**src/rtl/bin2bcd_pkg.sv**
```systemverilog
// Shared types and helpers for the sequential binary-to-BCD converter.
//   state_e        : converter FSM states
//   BCD_ERR_NIBBLE : nibble driven on every digit when the value is out of range
//   add3_adj()     : double-dabble nibble correction (>=5 gets +3)
package bin2bcd_pkg;

    typedef enum logic [1:0] {
        IDLE  = 2'd0,
        SHIFT = 2'd1,
        LOAD  = 2'd2
    } state_e;

    localparam logic [3:0] BCD_ERR_NIBBLE = 4'hF;

    // Only called on nibbles 0..9, so the result never exceeds 4'hC (no carry).
    function automatic logic [3:0] add3_adj(input logic [3:0] nib);
        return (nib >= 4'd5) ? nib + 4'd3 : nib;
    endfunction

endpackage

```
**src/rtl/bin2bcd_seq_if.sv**
```systemverilog
// Handshake/data bundle for bin2bcd_seq.
//   start, bin_in         : request side (master drives)
//   busy, done, bcd_out,
//   overflow              : result side (converter drives)
//   blank_mask            : present only when LEADING_ZERO_MASK_EN is defined
interface bin2bcd_seq_if #(
    parameter int BIN_W  = 14,
    parameter int DIGITS = 4
);
    logic                  start;
    logic [BIN_W-1:0]      bin_in;
    logic                  busy;
    logic                  done;
    logic [4*DIGITS-1:0]   bcd_out;
    logic                  overflow;
`ifdef LEADING_ZERO_MASK_EN
    logic [DIGITS-1:0]     blank_mask;
`endif

    modport master (
        output start,
        output bin_in,
        input  busy,
        input  done,
        input  bcd_out,
        input  overflow
`ifdef LEADING_ZERO_MASK_EN
        , input blank_mask
`endif
    );

    modport slave (
        input  start,
        input  bin_in,
        output busy,
        output done,
        output bcd_out,
        output overflow
`ifdef LEADING_ZERO_MASK_EN
        , output blank_mask
`endif
    );

endinterface

```
**src/rtl/bin2bcd_seq_digit_adj.sv**
```systemverilog
// Combinational per-digit double-dabble correction.
//   nib_i : current BCD scratch nibble
//   nib_o : nibble after the conditional +3
module bcd_digit_adj
    import bin2bcd_pkg::*;
(
    input  logic [3:0] nib_i,
    output logic [3:0] nib_o
);
    assign nib_o = add3_adj(nib_i);
endmodule

```
**src/rtl/bin2bcd_seq.sv**
```systemverilog
// Sequential double-dabble binary-to-BCD converter, one shift per clock.
//   clk, rst_n : clock, asynchronous active-low reset
//   bus        : bin2bcd_seq_if slave (start/bin_in in; busy/done/bcd_out/overflow out)
// Optional feature macro: LEADING_ZERO_MASK_EN adds bus.blank_mask (leading-zero blanking).
//
// state | meaning
// IDLE  | waiting for start; result outputs hold last conversion
// SHIFT | BIN_W cycles of add-3 then shift of {scratch, shift}
// LOAD  | publish scratch (or error glyphs) and pulse done
module bin2bcd_seq
    import bin2bcd_pkg::*;
#(
    parameter int BIN_W  = 14,
    parameter int DIGITS = 4
) (
    input  logic          clk,
    input  logic          rst_n,
    bin2bcd_seq_if.slave  bus
);
    localparam int               SCR_W     = 4 * DIGITS;
    localparam int               CNT_W     = $clog2(BIN_W + 1);
    localparam int               MAX_VAL   = 10**DIGITS - 1;
    localparam logic [BIN_W-1:0] MAX_VAL_B = BIN_W'(MAX_VAL);

    state_e              state_q, state_d;
    logic [BIN_W-1:0]    shift_q, shift_d;
    logic [SCR_W-1:0]    scratch_q, scratch_d;
    logic [SCR_W-1:0]    scratch_adj;
    logic [CNT_W-1:0]    count_q, count_d;
    logic                ovf_q, ovf_d;
    logic [SCR_W-1:0]    bcd_q, bcd_d;
    logic                overflow_q, overflow_d;
    logic                done_q, done_d;

    for (genvar g = 0; g < DIGITS; g++) begin : g_adj
        bcd_digit_adj u_adj (
            .nib_i (scratch_q[4*g +: 4]),
            .nib_o (scratch_adj[4*g +: 4])
        );
    end

`ifdef LEADING_ZERO_MASK_EN
    localparam logic [DIGITS-1:0] MASK_RST = ~(DIGITS'(1));
    logic [DIGITS-1:0] mask_q, mask_d, mask_calc;
    logic              upper_zero;

    // Walk down from the top digit; a digit is blankable only if it and every
    // digit above it are zero. The units digit is never blanked.
    always_comb begin
        mask_calc  = '0;
        upper_zero = 1'b1;
        for (int i = DIGITS - 1; i >= 1; i--) begin
            upper_zero   = upper_zero && (scratch_q[4*i +: 4] == 4'd0);
            mask_calc[i] = upper_zero;
        end
    end
`endif

    always_comb begin
        state_d    = state_q;
        shift_d    = shift_q;
        scratch_d  = scratch_q;
        count_d    = count_q;
        ovf_d      = ovf_q;
        bcd_d      = bcd_q;
        overflow_d = overflow_q;
        done_d     = 1'b0;
`ifdef LEADING_ZERO_MASK_EN
        mask_d     = mask_q;
`endif
        case (state_q)
            IDLE: begin
                if (bus.start) begin
                    shift_d   = bus.bin_in;
                    scratch_d = '0;
                    count_d   = CNT_W'(BIN_W);
                    ovf_d     = (bus.bin_in > MAX_VAL_B);
                    state_d   = SHIFT;
                end
            end
            SHIFT: begin
                {scratch_d, shift_d} = {scratch_adj, shift_q} << 1;
                count_d = count_q - CNT_W'(1);
                if (count_q == CNT_W'(1)) begin
                    state_d = LOAD;
                end
            end
            LOAD: begin
                bcd_d      = ovf_q ? {DIGITS{BCD_ERR_NIBBLE}} : scratch_q;
                overflow_d = ovf_q;
                done_d     = 1'b1;
`ifdef LEADING_ZERO_MASK_EN
                mask_d     = ovf_q ? '0 : mask_calc;
`endif
                state_d    = IDLE;
            end
            default: state_d = IDLE;
        endcase
    end

    always_ff @(posedge clk or negedge rst_n) begin
        if (!rst_n) begin
            state_q    <= IDLE;
            shift_q    <= '0;
            scratch_q  <= '0;
            count_q    <= '0;
            ovf_q      <= 1'b0;
            bcd_q      <= '0;
            overflow_q <= 1'b0;
            done_q     <= 1'b0;
`ifdef LEADING_ZERO_MASK_EN
            mask_q     <= MASK_RST;
`endif
        end else begin
            state_q    <= state_d;
            shift_q    <= shift_d;
            scratch_q  <= scratch_d;
            count_q    <= count_d;
            ovf_q      <= ovf_d;
            bcd_q      <= bcd_d;
            overflow_q <= overflow_d;
            done_q     <= done_d;
`ifdef LEADING_ZERO_MASK_EN
            mask_q     <= mask_d;
`endif
        end
    end

    assign bus.busy     = (state_q != IDLE);
    assign bus.done     = done_q;
    assign bus.bcd_out  = bcd_q;
    assign bus.overflow = overflow_q;
`ifdef LEADING_ZERO_MASK_EN
    assign bus.blank_mask = mask_q;
`endif

endmodule

```
**src/flat_wrapper.sv**
```systemverilog
// flat-port wrapper written by rule: the top's interface ports become plain ports
module bin2bcd_seq_flat import bin2bcd_pkg::*;
#(
    parameter int BIN_W  = 14,
    parameter int DIGITS = 4
)
  (clk, rst_n, bus_start, bus_bin_in, bus_busy, bus_done, bus_bcd_out, bus_overflow);
  bin2bcd_seq_if #(.BIN_W(BIN_W), .DIGITS(DIGITS)) bus_i ();
  input  logic clk;
  input  logic rst_n;
  input wire logic [$bits(bus_i.start)-1:0] bus_start;
  input wire logic [$bits(bus_i.bin_in)-1:0] bus_bin_in;
  output wire logic [$bits(bus_i.busy)-1:0] bus_busy;
  output wire logic [$bits(bus_i.done)-1:0] bus_done;
  output wire logic [$bits(bus_i.bcd_out)-1:0] bus_bcd_out;
  output wire logic [$bits(bus_i.overflow)-1:0] bus_overflow;
  assign bus_i.start = bus_start;
  assign bus_i.bin_in = bus_bin_in;
  assign bus_busy = bus_i.busy;
  assign bus_done = bus_i.done;
  assign bus_bcd_out = bus_i.bcd_out;
  assign bus_overflow = bus_i.overflow;
  bin2bcd_seq #(.BIN_W(BIN_W), .DIGITS(DIGITS)) u_core (.clk(clk), .rst_n(rst_n), .bus(bus_i));
endmodule
```
**config.mk**
```make
export PLATFORM = sky130hd
export DESIGN_NAME = bin2bcd_seq_flat
export DESIGN_NICKNAME = d
export VERILOG_FILES = /design/src/rtl/bin2bcd_pkg.sv /design/src/rtl/bin2bcd_seq_if.sv /design/src/rtl/bin2bcd_seq_digit_adj.sv /design/src/rtl/bin2bcd_seq.sv /design/src/flat_wrapper.sv
export SDC_FILE = /design/constraint.sdc
export NUM_CORES = 1
export LEC_CHECK = 0
export CAP_MARGIN = 30
export CORE_MARGIN = 8
export CORE_UTILIZATION = 55
export DETAILED_ROUTE_END_ITERATION = 16
export PLACE_DENSITY_LB_ADDON = 0.3
export SLEW_MARGIN = 10
export SYNTH_ARGS = -nofsm -noshare
export SYNTH_HDL_FRONTEND = slang
export SYNTH_SLANG_ARGS = --single-unit
```
**constraint.sdc**
```tcl
create_clock -name clk -period 1.95 [get_ports clk]
set_input_delay 0.195 -clock clk [delete_from_list [all_inputs] [get_ports clk]]
set_output_delay 0.195 -clock clk [all_outputs]
set_load 0.03 [all_outputs]
```
Word-level counts from Yosys, hierarchy flattened:

Index checks and enable logic that the tools add are counted.
W data, S select, Z words.

* mux-type cells: 15
* $lt $le $gt $ge: 5
* add/subtract/negate cells: 5
* reductions and logical operators: 6
* equal/unequal tests: 5

Operator list (number)
* $mux W16: 2
* $pmux W16 S2: 1
* $pmux W14 S2: 1
* $ge A4 B3 Y1 const B: 4
* $mux W4: 4
* $gt A14 B14 Y1 const B: 1
* $mux W14: 1
* $add A4 B2 Y4 const B: 3
* $pmux W4 S2: 1
* $reduce_and A2 Y1: 3
* $eq A4 B1 Y1 const B: 1
* $mux W2: 2
* $pmux W2 S2: 1
* $reduce_bool A2 Y1: 2
* $sub A4 B1 Y4 const B: 1
* $add A3 B2 Y3 const B: 1
* $mux W3: 1
* $eq A2 B1 Y1 const B: 1
* $eq A2 B2 Y1 const B: 1
* $logic_not A2 Y1: 1
* $ne A2 B1 Y1 const B: 1
* $ne A2 B2 Y1 const B: 1
* $mux W1: 1

* bits of input ports: 17
* flip-flop bits (word level): 55

Longest topological paths before layout:

Gate-level depths: netlist (run 1).

* word-level depth: 3
* gate-level depth with buffers: 6
* depth with buffers taken out: 5

By module:

From an unflattened synthesis (run 1), not the netlist that was laid out.

* cell total of the unflattened synthesis: 304
* area total of the unflattened synthesis: 2673.8 um2

By module, submodules not included
* bin2bcd_seq: cells each 240, area an instance 2268.4 um2, times used 1
* bcd_digit_adj: cells each 16, area an instance 101.3 um2, times used 4

Least setup slack after synthesis (run 1):

No wires, ideal clock.

* kind: flip-flop to flip-flop
* start: register u_core.state_q[0]
* end: register u_core.shift_q[10]
* buffers on the path: 3
* period minus slack after synthesis: 1.383 ns
* cell stages (with the launch flop): 7
* path slack: 0.567 ns
* arrival time: 1.242 ns
* cell sequence: dfrtp_1 > buf_6 > or3b_1 > buf_6 > buf_6 > nand2_1 > a31oi_1

* cells in the longest elaborated chain, start to end: 3
* elaborated cells between the ends (all ways): 6
* those cells by class: eq/ne: 2; mux: 1; reduce/logical: 3

Ends and longest elaborated chain
* start: declaration: line bin2bcd_seq.sv:25 `state_e state_q, state_d;`
* start signal: assignment: line bin2bcd_seq.sv:115 `state_q <= state_d;`
* $eq A2 B1 Y1 or $logic_not A2 Y1 (tied branches): line bin2bcd_seq.sv:71 `case (state_q)`
* $reduce_bool A2 Y1 (no source line) or $ne A2 B2 Y1 (tied branches)
* $reduce_and A2 Y1 (no source line)
* end signal: assignment: line bin2bcd_seq.sv:116 `shift_q <= shift_d;`
* end: declaration: line bin2bcd_seq.sv:26 `logic [BIN_W-1:0] shift_q, shift_d;`

Parallel ways exist; a longest one is shown, timed or not.
A chain may end at the register's enable or synchronous reset.

Worst setup path in the final report (run 1):

* start: register u_core.state_q[1]
* end: register u_core.shift_q[5]

The elaborated chain is that of the path after synthesis.

==> flow_summary.yaml, run 1 <==
layout:
  nFillCells: 388
  syn_to_final_growth_pct: 18.9
  final_layout_size_suffix_gt1_share_pct: 6.27
  seq_area_mm2: 0.00138
  num_antenna_cells: 0
  multi_input_area_mm2: 0.00117
  final_nets: 345
synthesis:
  synth_top_family_by_area: "compound AO/OA/AOI/OAI gates"
  synth.distinct_cells: 37
  async_flop_share_pct: 100
  ys_seq_area_share_pct: 50.4
  syn_area_per_cell_um2: 9.48
  synth_nets: 315
  synth_edf_count: 0
  ys.flop_type: "dfrtp_1"
  syn_area_mm2: 0.00273
  synthCells: 288
  synth_mux_area_share_pct: 0.412
  synth-seq-cells: 55
  synth-simple-area-share_pct: 16.8
  synth_xor_area_share_pct: 0.962
  synth_compound_area_share_pct: 20.1
  synthAdderAreaFrac_pct: 4.58
  ys_warn_count: 0
detailed_routing:
  vias: 2138
  antenna_left: 0
  drc: 0
  first_pass_iters: 4
  drt_iter0_drc: 94
  wl_per_cell_um: 13.9
  totalWireLength_mm: 5.38
  vias_per_cell: 5.54
floorplanning:
  fp.dieW_um: 86.5
  io_pins: 36
  rows: 25
  core_area_mm2: 0.00475
  die_h_um: 86.5
  start_util_pct: 57.4
  die_area_mm2: 0.00747
cts:
  cts_max_level: 2
  cts_tree: "built"
  cts_buffer_depth: 2
  path_clk_slew_ns: 0.10
  clock_latency_ns: 0.31
  clock_tree.root_cell: "clkbuf_8"
  clkSinkCount: 55
  numCtsBuffers: 5
sta:
  clock-skew-final_ns: 0.0100
  finalCriticalPeriod_ns: 1.65
  fmax_mhz: 606
  drv_slew: 0
  fin_crit_sh_pct: 84.7
  worst_pin_slew_ns: 0.818
  rsz0062_at_grt: "no"
  layout_setup_ws_ns: 0.299
  setup_viol: 0
  max-slew-margin-rel_pct: 45.3
  final_hold_viol_count: 0
  final.setup.tns_ns: 0
critical_path:
  cp-end-kind: "flop"
  slowest_delay_ns: 0.53
  required_ns: 2.17
  rrSetupSlack_ns: 0.30
  crit_type: "reg -> reg"
  critical_path.cell_chain: "nand2b_1, buf_4, nor2_1, a31oi_1"
  slowest_stage: "dfrtp_1"
  worstPathMaxFanout: 23
  crit_arrival_ns: 1.87
  start_kind: "flop"
  rr_worst_depth: 4
global_route:
  track_usage_pct: 16.0
  grt_max_degree: 56
  grt_pass1_vias: 2096
  grt_overflow: 0
  grt_pass1_wl_mm: 9.69
  antenna_found_initial: 0
status:
  status: "completed"
power:
  p_comb_share_pct: 46.5
  leakage_nw: 1.43
  p_int_w: 0.00307
  power.switching_w: 0.00211
  p_clk_share_pct: 15.0
  pwr-share-seq_pct: 38.5
  powerDensity_mw_per_mm2: 1590
  peakVddDrop_mv: 0.773
  swShare_pct: 40.8
worst_hold_path:
  hold_class: "in -> async"
place:
  place_congestion: 0.859
  dp_hpwl_mm: 3.86
  port_buffers: 35
  dp_worst_setup_slack_ns: 0.164
job:
  drv_cap: 0
==> area by class of cell <==
class	count	share of cell area, %
Sequential cell	55	42.4
Multi-Input combinational cell	195	36.0
Timing Repair Buffer	42	13.2
Tap cell	67	2.58
Clock buffer	6	2.54
Inverter	19	2.20
Clock inverter	2	1.08
==> timing repair <==
action	in CTS	in global routing
resized for setup	0	1
hold endpoints to repair	55	0
hold buffers	1	0
setup endpoints to repair	0	1
setup buffers	0	0
==> metal layers <==
layer  vias to the layer above  GRT usage, %  wire length (um)
met1                      1021          19.6              2460
met3                         6          3.88               273
met2                        56          26.7              2570
met5                         -             0                 0
met4                         0          5.95                74
li1                       1055             -                 -
==> registers in the layout, summed over array words and instances (netlist names) <==
| name | cells |
|---|---|
| u_core.bus.bcd_out | 16 |
| u_core.ovf_q | 1 |
| u_core.scratch_q | 16 |
| u_core.shift_q | 14 |
| u_core.bus.overflow | 1 |
| u_core.bus.done | 1 |
| u_core.state_q | 2 |
| u_core.count_q | 4 |
==> worst max-delay path, delay by kind of cell (launching register included) <==
| family | cells | cell delay (ns) |
|---|---|---|
| and+or+nand+nor | 2 | 0.54 |
| AOI/OAI and AO/OA | 1 | 0.16 |
| buffers and inverters | 1 | 0.33 |
| DFF | 1 | 0.53 |
==> cells by family (layout without fill, tap and decap cells) <==
group / after synthesis / in the layout
simple gates: 103 / 103
compound gates: 78 / 78
flops: 55 / 55
buf+inv: 38 / 69
fa+ha+maj: 10 / 10
xor+xnor: 3 / 3
mux: 1 / 1
==> power by group through the flow <==
stage / combinational [W] / clock [W] / sequential, W
2_1_floorplan: 0.00173 / 0 / 0.00205
3_3_place_gp: 0.00235 / 0 / 0.00199
3_5_place_dp: 0.00243 / 0 / 0.00201
4_1_cts: 0.00244 / 0.000794 / 0.00199
5_1_grt: 0.00274 / 0.000831 / 0.00207
6_report: 0.00241 / 0.000774 / 0.00199
==> synth_stat cells (4+ instances only) <==
cell	number	share of area, %
dfrtp_1	55	50
nand2_1	52	7.1
nor2_1	29	4.0
o21ai_0	23	4.2
inv_1	19	2.6
a31oi_1	12	2.7
ha_1	10	4.6
buf_2	9	1.6
o2111ai_1	8	2.6
nand2b_1	7	1.6
clkbuf_1	5	0.69
nor2b_1	5	1.1
o31ai_1	5	1.4
a32o_1	4	1.5
and3_1	4	0.92
o211ai_1	4	1.1
o21a_1	4	1.1
o221ai_1	4	1.3
==> layout by cell type (no fill, tap or decap), types with 3 or more instances in the layout <==
cell             instances
ha_1                    10
clkdlybuf4s50_1         33
o221ai_1                 4
nor2b_1                  5
o2111ai_1                8
o31ai_1                  5
nand2b_1                 7
a32o_1                   4
a21oi_1                  3
dfrtp_1                 55
nand2_1                 52
a31oi_1                 12
o21a_1                   4
nor2_1                  29
buf_4                    4
inv_1                   19
xnor2_1                  3
o21ai_0                 23
o211ai_1                 4
clkbuf_8                 6
and3_1                   4
o32ai_1                  3
==> worst paths after layout <==
kind,start,endpoint
max,u_core.state_q[1],u_core.shift_q[5]
min,rst_n,u_core.bus.bcd_out[14]
min reg2reg,u_core.bus.bcd_out[9],u_core.bus.bcd_out[9]
min in group clk,bus_bin_in[2],u_core.shift_q[2]
max reg2reg,u_core.state_q[1],u_core.shift_q[5]
max in group asynchronous,rst_n,u_core.bus.bcd_out[3]
==> metrics by stage <==
step | cell area (um2) | cells | hold slack (ns) | util (%) | power [W]
final | 3250 | 386 | 0.404 | 68.3 | 0.00518
after global placement | 3120 | 377 | 0.214 | 65.6 | 0.00434
after floorplan | 2730 | 288 | -0.101 | - | 0.00378
after detailed placement | 3120 | 377 | 0.217 | 65.6 | 0.00445
after global routing | 3250 | 386 | 0.431 | 68.3 | 0.00564
after CTS | 3240 | 386 | 0.413 | 68.2 | 0.00523
No activity file was read; power rests on OpenSTA's default activity.
==> run 2, diff against run 1 <==
--- a/config.mk
+++ b/config.mk
@@ -7,7 +7,7 @@
 export LEC_CHECK = 0
 export CAP_MARGIN = 30
 export CORE_MARGIN = 8
-export CORE_UTILIZATION = 55
+export CORE_UTILIZATION = 49
 export DETAILED_ROUTE_END_ITERATION = 16
 export PLACE_DENSITY_LB_ADDON = 0.3
 export SLEW_MARGIN = 10
==> constraint.sdc (replaced) <==
create_clock -name clk -period 1.4 [get_ports clk]
set_input_delay 0.14 -clock clk [delete_from_list [all_inputs] [get_ports clk]]
set_output_delay 0.14 -clock clk [all_outputs]
set_load 0.03 [all_outputs]
==> run 2 against run 1 <==
Net effect: the flow now finishes with violations (setup timing); setup slack got worse by 0.30 ns; cell count increased by 9.8%; global-route usage decreased by 1.2 points; sequential power increased by 36%; clock skew decreased by 0.0043 ns; final area increased by 11%; critical endpoint is now u_core.scratch_q[6].
==> flow_summary.yaml, run 2 (same netlist as run 1, synthesis figures left out) <==
status:
  status: "finished with violations"
  violations: "setup timing"
layout:
  fin_area_mm2: 0.00362
  final_nets: 378
  num_antenna_cells: 0
  utilization_pct: 66.6
  final_common_cell: "dfrtp_1"
  fin_cells: 424
  syn_to_final_growth_pct: 32.6
  layout_common_cells: "dfrtp_1 (55), nand2_1 (48), nor2_1 (29), buf_4 (29), o21ai_0 (23)"
  final_layout_size_suffix_gt1_share_pct: 22.2
  nFillCells: 450
sta:
  final_hold_viol_count: 0
  layout_setup_ws_ns: -0.00433
  worst_pin_slew_ns: 0.633
  fmax_mhz: 712
  finalCriticalPeriod_ns: 1.40
  fin_crit_sh_pct: 100
  clock-skew-final_ns: 0.00571
  max-slew-margin-rel_pct: 57.8
  rsz0062_at_grt: "yes"
  setup_viol: 1
  whs_ns: 0.344
  drv_slew: 0
global_route:
  grt_overflow: 0
  grt_pass1_wl_mm: 10.2
  track_usage_pct: 14.8
  grt_pass1_vias: 2223
  antenna_found_initial: 0
  grt_max_degree: 56
place:
  dp.cells: 404
  dp_hpwl_mm: 4.05
  place_congestion: 0.773
  dp_worst_setup_slack_ns: -0.146
  placed_cell_area_mm2: 0.00329
  port_buffers: 35
critical_path:
  start_kind: "flop"
  crit_type: "reg -> reg"
  crit_arrival_ns: 1.60
  required_ns: 1.59
  cp-end-kind: "flop"
  worstPathMaxFanout: 3
detailed_routing:
  first_pass_iters: 4
  wl_per_cell_um: 14.2
  totalWireLength_mm: 6.04
  vias: 2254
  antenna_left: 0
  drt_iter0_drc: 87
  drc: 0
  vias_per_cell: 5.32
floorplanning:
  rows: 27
  fp.dieW_um: 90.6
  io_pins: 36
  die_h_um: 90.6
  die_area_mm2: 0.00822
  start_util_pct: 50.2
  core_area_mm2: 0.00544
cts:
  clock_latency_ns: 0.31
  clkSinkCount: 55
  cts_tree: "built"
  path_clk_slew_ns: 0.10
  numCtsBuffers: 5
  cts_max_level: 2
  cts_buffer_depth: 2
  clock_tree.root_cell: "clkbuf_8"
job:
  drv_cap: 0
power:
  leakage_nw: 1.70
  peakVddDrop_mv: 1.13
  powerDensity_mw_per_mm2: 2220
worst_hold_path:
  hold_class: "in -> async"
-- run 2: cell types whose count changed in the layout (fill, tap and decap cells not counted), sizes merged --
cell | previous run | this run
buf | 7 | 41
bufinv | 1 | 0
clkbuf | 6 | 8
clkdlybuf4s50 | 33 | 15
clkinv | 1 | 0
dlygate4sd2 | 0 | 18
dlymetal6s2s | 1 | 0
-- run 2: final cells by class --
cell class              instances  area (um2)  share of cell area [%]
well taps                      72        90.1                    2.49
multi-input cells             195        1300                    36.0
repair buffers                 75         679                    18.8
flip-flops and latches         55        1380                    38.0
clock buffers                   8         100                    2.77
inverters                      19        71.3                    1.97
-- run 2: worst paths after layout --
| path | from | end | slack [ns] | cells after the start |
|---|---|---|---|---|
| worst max-delay path | u_core.scratch_q[4] | u_core.scratch_q[6] | -0.004 | 6 |
| worst min-delay path | rst_n | u_core.bus.done | 0.34 | 3 |
| worst max register to register | u_core.scratch_q[4] | u_core.scratch_q[6] | -0.004 | 6 |
| worst min register to register | u_core.bus.bcd_out[6] | u_core.bus.bcd_out[6] | 0.48 | 2 |
| max in group asynchronous | rst_n | u_core.scratch_q[1] | 0.79 | 3 |
| min in group clk | bus_bin_in[3] | u_core.shift_q[3] | 0.38 | 3 |
-- run 2: per-layer routing --
| layer | up-vias | GRT usage (%) | share of wire [%] |
|---|---|---|---|
| met5 | - | 0 | 0 |
| met4 | 0 | 6.10 | 1.8 |
| met3 | 8 | 4.32 | 5.1 |
| met2 | 50 | 24.6 | 49 |
| met1 | 1076 | 17.4 | 44 |
| li1 | 1120 | - | - |
-- run 2: timing repair --
action                                 4_1_cts  5_1_grt
resized for setup                           26       39
endpoints found under the hold margin       55        0
hold buffers                                 1        0
cloned                                       0        1
setup endpoints to repair                   25       30
pin swaps                                    0        9
buffers inserted                             3        7
-- run 2: power breakdown --
| part | total, W | switching (W) | internal (W) |
|---|---|---|---|
| Sequential | 0.00271 | 0.000494 | 0.00222 |
| Combinational | 0.00435 | 0.00229 | 0.00206 |
| Clock | 0.000981 | 0.000528 | 0.000453 |
| Total | 0.00804 | 0.00331 | 0.00473 |
-- run 2: stage by stage --
stage	power [W]	TNS (ns)
6_report	0.00804	-0.00433
5_1_grt	0.00869	-0.559
4_1_cts	0.00748	-0.0436
3_5_place_dp	0.00652	-2.32
3_3_place_gp	0.00639	-1.44
2_1_floorplan	0.00527	0
-- run 2: critical path, cell delays in order, from the launching register on --
cell,delay (ns)
dfrtp_1,0.41
buf_4,0.15
ha_2,0.19
nor2b_4,0.13
o21a_1,0.20
buf_4,0.13
o211ai_1,0.08
